===== config.mk =====
export PLATFORM = sky130hd
export DESIGN_NAME = branch_resolve_ctrl
export DESIGN_NICKNAME = d
export VERILOG_FILES = /design/src/rtl/branch_resolve_ctrl.sv
export SDC_FILE = /design/constraint.sdc
export NUM_CORES = 1
export LEC_CHECK = 0
export CAP_MARGIN = 5
export CORE_UTILIZATION = 34
export CTS_CLUSTER_SIZE = 14
export DETAILED_ROUTE_END_ITERATION = 10
export HOLD_SLACK_MARGIN = 0.12
export PLACE_DENSITY = 0.66
export SYNTH_ARGS = -nofsm -noshare
export SYNTH_HDL_FRONTEND = slang
export SYNTH_SLANG_ARGS = --single-unit

===== constraint.sdc =====
create_clock -name clk -period 3 [get_ports clk]
set_input_delay 0.6 -clock clk [delete_from_list [all_inputs] [get_ports clk]]
set_output_delay 0.6 -clock clk [all_outputs]
set_load 0.01 [all_outputs]

===== src/rtl/branch_resolve_ctrl.sv =====
// branch_resolve_ctrl
// Multi-cycle conditional-branch resolver. Accepts one branch at a time over a
// valid/ready handshake, registers the operands, computes the six RISC-V branch
// condition flags, selects one by funct3 and returns taken/target/next_pc over
// a second valid/ready handshake. Also keeps saturating branch/taken counters.
//
// Ports:
//   clk, rst_n                 clock, asynchronous active-low reset
//   req_valid / req_ready      request handshake (ready only in IDLE)
//   funct3, rs1, rs2, pc, imm  branch request fields
//   resp_valid / resp_ready    response handshake
//   taken, target, next_pc     resolution results (hold until next resolution)
//   illegal, misaligned        funct3 010/011; taken with target[1:0] != 0
//   branch_count, taken_count  saturating performance counters
module branch_resolve_ctrl #(
  parameter int unsigned XLEN  = 32,
  parameter int unsigned CNT_W = 16
) (
  input  logic             clk,
  input  logic             rst_n,
  input  logic             req_valid,
  output logic             req_ready,
  input  logic [2:0]       funct3,
  input  logic [XLEN-1:0]  rs1,
  input  logic [XLEN-1:0]  rs2,
  input  logic [XLEN-1:0]  pc,
  input  logic [XLEN-1:0]  imm,
  output logic             resp_valid,
  input  logic             resp_ready,
  output logic             taken,
  output logic [XLEN-1:0]  target,
  output logic [XLEN-1:0]  next_pc,
  output logic             illegal,
  output logic             misaligned,
  output logic [CNT_W-1:0] branch_count,
  output logic [CNT_W-1:0] taken_count
);

  typedef enum logic [1:0] {
    IDLE = 2'd0,
    CMP  = 2'd1,
    SEL  = 2'd2,
    RESP = 2'd3
  } state_t;

  state_t state, state_nxt;

  logic [2:0]      f3_q;
  logic [XLEN-1:0] rs1_q, rs2_q, pc_q, imm_q, pc4_q;
  // flags_q: {BGEU, BLTU, BGE, BLT, BNE, BEQ}
  logic [5:0]      flags_q;
  logic            sel_taken, sel_illegal;

  // State register
  always_ff @(posedge clk or negedge rst_n) begin
    if (!rst_n) begin
      state <= IDLE;
    end else begin
      state <= state_nxt;
    end
  end

  // Next state and handshake outputs
  always_comb begin
    state_nxt  = state;
    req_ready  = 1'b0;
    resp_valid = 1'b0;
    unique case (state)
      IDLE: begin
        req_ready = 1'b1;
        if (req_valid) state_nxt = CMP;
      end
      CMP:  state_nxt = SEL;
      SEL:  state_nxt = RESP;
      RESP: begin
        resp_valid = 1'b1;
        if (resp_ready) state_nxt = IDLE;
      end
      default: state_nxt = IDLE;
    endcase
  end

  // Condition select by funct3 from the registered flags
  always_comb begin
    sel_taken   = 1'b0;
    sel_illegal = 1'b0;
    unique case (f3_q)
      3'b000: sel_taken = flags_q[0];
      3'b001: sel_taken = flags_q[1];
      3'b100: sel_taken = flags_q[2];
      3'b101: sel_taken = flags_q[3];
      3'b110: sel_taken = flags_q[4];
      3'b111: sel_taken = flags_q[5];
      default: sel_illegal = 1'b1;
    endcase
  end

  // Datapath registers; results only change in SEL, so they hold through RESP
  always_ff @(posedge clk or negedge rst_n) begin
    if (!rst_n) begin
      f3_q         <= '0;
      rs1_q        <= '0;
      rs2_q        <= '0;
      pc_q         <= '0;
      imm_q        <= '0;
      pc4_q        <= '0;
      flags_q      <= '0;
      taken        <= 1'b0;
      target       <= '0;
      next_pc      <= '0;
      illegal      <= 1'b0;
      misaligned   <= 1'b0;
      branch_count <= '0;
      taken_count  <= '0;
    end else begin
      unique case (state)
        IDLE: begin
          if (req_valid) begin
            f3_q  <= funct3;
            rs1_q <= rs1;
            rs2_q <= rs2;
            pc_q  <= pc;
            imm_q <= imm;
          end
        end
        CMP: begin
          flags_q[0] <= (rs1_q == rs2_q);
          flags_q[1] <= (rs1_q != rs2_q);
          flags_q[2] <= ($signed(rs1_q) <  $signed(rs2_q));
          flags_q[3] <= ($signed(rs1_q) >= $signed(rs2_q));
          flags_q[4] <= (rs1_q <  rs2_q);
          flags_q[5] <= (rs1_q >= rs2_q);
          target     <= pc_q + imm_q;
          pc4_q      <= pc_q + XLEN'(4);
        end
        SEL: begin
          taken      <= sel_taken;
          illegal    <= sel_illegal;
          next_pc    <= sel_taken ? target : pc4_q;
          misaligned <= sel_taken & (target[1:0] != 2'b00);
          if (!sel_illegal && branch_count != '1)
            branch_count <= branch_count + CNT_W'(1);
          if (sel_taken && taken_count != '1)
            taken_count <= taken_count + CNT_W'(1);
        end
        default: ;
      endcase
    end
  end

endmodule


# After elaboration in Yosys (flattened, before gate mapping)
# Index checks and enable logic that the tools add are counted.
totals:
  ff_bits: 270
  input_bits: 135
  out_inout_bits: 101
classes:
  addsub: 4
  n_lt_le_gt_ge: 4
  n_eq_ne: 14
  n_mux: 8
  bitwise_logic: 1
  reduce_logical: 10
ops:
  columns: ["cell", "count"]
  rows:
  - ["$ge A32 B32 Y1", 2]
  - ["$lt A32 B32 Y1", 2]
  - ["$add A16 B1 Y16 const B", 2]
  - ["$add A32 B3 Y32 const B", 1]
  - ["$add A32 B32 Y32", 1]
  - ["$eq A32 B32 Y1", 1]
  - ["$mux W32", 1]
  - ["$ne A16 B16 Y1 const B", 2]
  - ["$ne A32 B32 Y1", 1]
  - ["$eq A3 B3 Y1 const B", 4]
  - ["$pmux W2 S4", 1]
  - ["$reduce_and A2 Y1", 4]
  - ["$pmux W1 S6", 1]
  - ["$reduce_or A6 Y1", 1]
  - ["$eq A2 B2 Y1 const B", 2]
  - ["$mux W2", 2]
  - ["$ne A2 B2 Y1 const B", 2]
  - ["$eq A3 B1 Y1 const B", 1]
  - ["$logic_not A3 Y1", 1]
  - ["$mux W1", 3]
  - ["$eq A2 B1 Y1 const B", 1]
  - ["$logic_and A1 B1 Y1", 2]
  - ["$logic_not A2 Y1", 1]
  - ["$reduce_bool A2 Y1", 1]
  - ["$and A1 B1 Y1", 1]

# Longest topological paths before layout
logic_depth:
  word_depth: 4
  mapped_depth: 9
  depth_no_buf: 9

# Least setup slack after synthesis
# OpenSTA, ideal clock, no wires.
synth_timing:
  kind: "register to register"
  start: "reg pc_q[0]"
  end: "reg target[20]"
  arrival_ns: 2.293
  required_ns: 2.875
  setup_slack_ns: 0.583
  stages_incl_launch_ff: 10
  synth_period_minus_slack_ns: 2.417
  path_cell_list: "dfrtp_1 ha_1 fa_1 a21o_1 a31o_2 nand3_1 a211oi_1 or2_2 xor2_1 mux2_2"
synth_via:
  elab_chain_cells: 1
synth_rtl:
  columns: ["element", "line_no", "rtl"]
  rows:
  - ["from (decl)", "49", "logic [XLEN-1:0] rs1_q, rs2_q, pc_q, imm_q, pc4_q;"]
  - ["from (signal assigned)", "122", "pc_q <= pc;"]
  - ["$add A32 B32 Y32", "133", "target <= pc_q + imm_q;"]
  - ["to (signal assigned)", "133", null]
  - ["to (decl)", "31", "output logic [XLEN-1:0] target,"]
# No other way between the ends.
# A chain may end at the register's enable or synchronous reset.

# Worst setup path in the final report
layout_timing:
  start: "reg pc_q[4]"
  end: "reg target[29]"
# Same word-level chain as after synthesis.

==> impl_metrics.toml <==
[status]
outcome = "completed"

[clock_network]
htree_levels = 1
numCtsBuffers = 31
clkLatencyLatePin_ps = 570
clk_path_buf_depth = 3
cts_tree = "built"
root_buffer = "clkbuf_16"
clk_pin_slew_ps = 60
clock-sinks = 270
cts_resized = 0

[logic_synthesis]
yosysTopAreaCell = "dfrtp_1"
synthDistinctLibCells = 63
synth_edf_count = 0
synthArstFlopShare_pct = 100
synthTopCellsByArea = "dfrtp_1, mux2_2, ha_1"
syn_nets = 1397
ys.flop_type = "dfrtp_1"
post-synth-top-area-fraction_pct = 50.2
yosysWarnings = 0
yosysSeqAreaShare_pct = 50.2
synthesis.instances = 1191
avgSynthCellArea_um2 = 11.3
ys_ff_latch = 270
synth_area_um2 = 13500

[critical_path]
path_cells = "ha_1 > o211ai_1 > o21ai_1 > o211ai_2 > a31oi_2 > a31oi_1 > xnor2_1 > mux2_2"
r2r_start = "pc_q[4]$_DFFE_PN0P_"
path_max_fanout = 7
cpPeakStageDelay_ps = 460
worst_setup_path_end_kind = "register"
arrival_ps = 3180
startpoint = "pc_q[4]$_DFFE_PN0P_"
critPathKind = "register to register"
required_ps = 3450
critPathSlowestCell = "dfrtp_1"
critPathLaunchType = "register"

[global_routing]
antenna_found_initial = 2
grt.overflow.total = 0
grt_pass1_wl_mm = 54.2
grt_pass1_vias = 9975
grt_use_total_pct = 16.7
grt_max_degree = 104

[timing]
rsz0062_at_grt = "false"
fin_crit_sh_pct = 91.0
fin_setup_tns_ps = 0
skew_ps = 19.4
relSlewSlack_pct = 58.3
worstMarginPinSlew_ps = 625
setup_viol = 0
fin_crit_ps = 2730
slew_viol_final = 0
finalHoldViolCount = 0
fmax_ghz = 0.366

[power_and_ir_drop]
cellPowerDensity_nw_per_um2 = 1190
p_sw_w = 0.00811
swShare_pct = 38.7
power_frac_comb_pct = 49.9
p_clk_share_pct = 18.0
peakVddDrop_uv = 530
seq_power_share_pct = 32.1
p_leak_nw = 7.65
p_int_w = 0.0128

[floorplan]
die_x_um = 201
rows = 72
core_region_area_um2 = 38800
die_area_um2 = 40400
io_pins = 236
die_h_um = 201
initial_core_util_pct = 34.7

[placed_design]
placed_area_um2 = 16500
port_buffers = 235
gp_congestion = 0.829
dp_hpwl_mm = 24.6

[run]
cap_viol_max_count = 0

[cells_and_area]
final_common_cell = "dfrtp_1"
fin_util_pct = 45.2
final_area_um2 = 17600
syn2layout_area_growth_pct = 30.5
final_cell_mix = "dfrtp_1, clkdlybuf4s50_1, mux2_2"
drive_gt1_share_pct = 16.6
fin_nets = 1642

[hold_path]
hold_class = "register to register"
hp-start = "taken$_DFFE_PN0P_"

[routing]
ant_nets = 0
drc_errors = 0
drt_first_pass_iters = 4
first_iter_violations = 400
wl_per_cell_um = 17.0
vias = 9796
via_per_inst = 4.95
routed_wl_mm = 33.6
-- per-layer routing --
| layer | global-route usage [%] | vias up | part of all wire [%] |
|---|---|---|---|
| li1 | - | 4727 | - |
| met1 | 22.4 | 4772 | 45 |
| met2 | 26.6 | 241 | 46 |
| met3 | 3.65 | 56 | 5.9 |
| met4 | 5.59 | 0 | 2.6 |
| met5 | 0 | - | 0 |
-- through the flow --
stage	instances	setup WS [ps]	power [W]	hold WS, ps
global placement	1920	379	0.0169	464
finish	1980	269	0.0210	478
CTS	1978	278	0.0212	481
floorplan	1191	583	0.0137	304
detailed placement	1920	296	0.0172	468
global route	1980	62.3	0.0227	498
-- cell families after synthesis --
family / share of synthesized area, %
multiplexers: 15.7
XOR/XNOR: 5.21
AND/OR/NAND/NOR: 9.46
flip-flops: 50.2
AO/OA/AOI/OAI: 9.98
adder cells (fa/ha/maj): 6.66
buffers and inverters: 2.79
-- final timing paths --
path                                          endpoint  slack [ps]  cells past startpoint
worst max-delay path            target[29]$_DFFE_PN0N_         270                      8
worst min-delay path                 taken$_DFFE_PN0P_         480                      1
worst max register to register  target[29]$_DFFE_PN0N_         270                      8
worst min register to register       taken$_DFFE_PN0P_         480                      1
max in group asynchronous        rs2_q[19]$_DFFE_PN0P_        1510                      3
min in group asynchronous       target[15]$_DFFE_PN0N_         610                      2
-- power groups by stage --
stage                     Clock (W)  Sequential, W  Combinational, W
after CTS                   0.00391        0.00675            0.0105
after detailed placement          0        0.00680            0.0104
after global placement            0        0.00671            0.0102
after floorplan                   0        0.00657           0.00718
final                       0.00378        0.00673            0.0104
after global routing        0.00404        0.00698            0.0116
-- synthesized netlist by cell type (6+ instances only) --
cell	n
nor3_1	12
inv_1	53
nand3_1	25
nor2_1	104
xor2_1	28
nand2_1	72
mux2_2	157
nand4_1	24
xnor2_1	52
dfrtp_1	270
mux2i_1	32
a21oi_1	98
o21ai_0	24
ha_1	70
a211oi_1	8
o21a_1	6
clkbuf_1	29
buf_1	9
a31oi_1	8
o211ai_1	7
a21o_1	22
and3_1	11
nor4_1	6
-- flip-flops by register name, summed over array words and instances, names as in the netlist --
signal	flops
branch_count	16
pc_q	32
next_pc	32
taken	1
state	2
misaligned	1
imm_q	32
flags_q	6
pc4_q	32
illegal	1
taken_count	16
rs2_q	32
target	32
rs1_q	32
f3_q	3
-- critical path, delay by kind of cell (launching register included) --
kind	cells	cell delay, ps
XOR/XNOR	1	160
AO/OA/AOI/OAI	5	1300
adder cells (fa/ha/maj)	1	430
multiplexers	1	270
flip-flops	1	460
-- repair_timing --
| item | CTS | global route |
|---|---|---|
| endpoints found under the hold margin | 75 | 0 |
| hold buffers | 1 | 0 |
| endpoints found under the setup margin | 0 | 0 |
| setup buffers | 0 | 0 |
-- final cells by class --
| cell class | instances | area (µm²) |
|---|---|---|
| Timing Repair Buffer | 254 | 2580 |
| Clock buffer | 47 | 916 |
| Sequential cell | 270 | 6760 |
| Fill cell | 3605 | 21300 |
| Antenna cell | 2 | 5.00 |
| Inverter | 53 | 199 |
| Multi-Input combinational cell | 826 | 6350 |
| Tap cell | 518 | 648 |
| Clock inverter | 10 | 111 |
No activity file was read; power rests on OpenSTA's default activity.
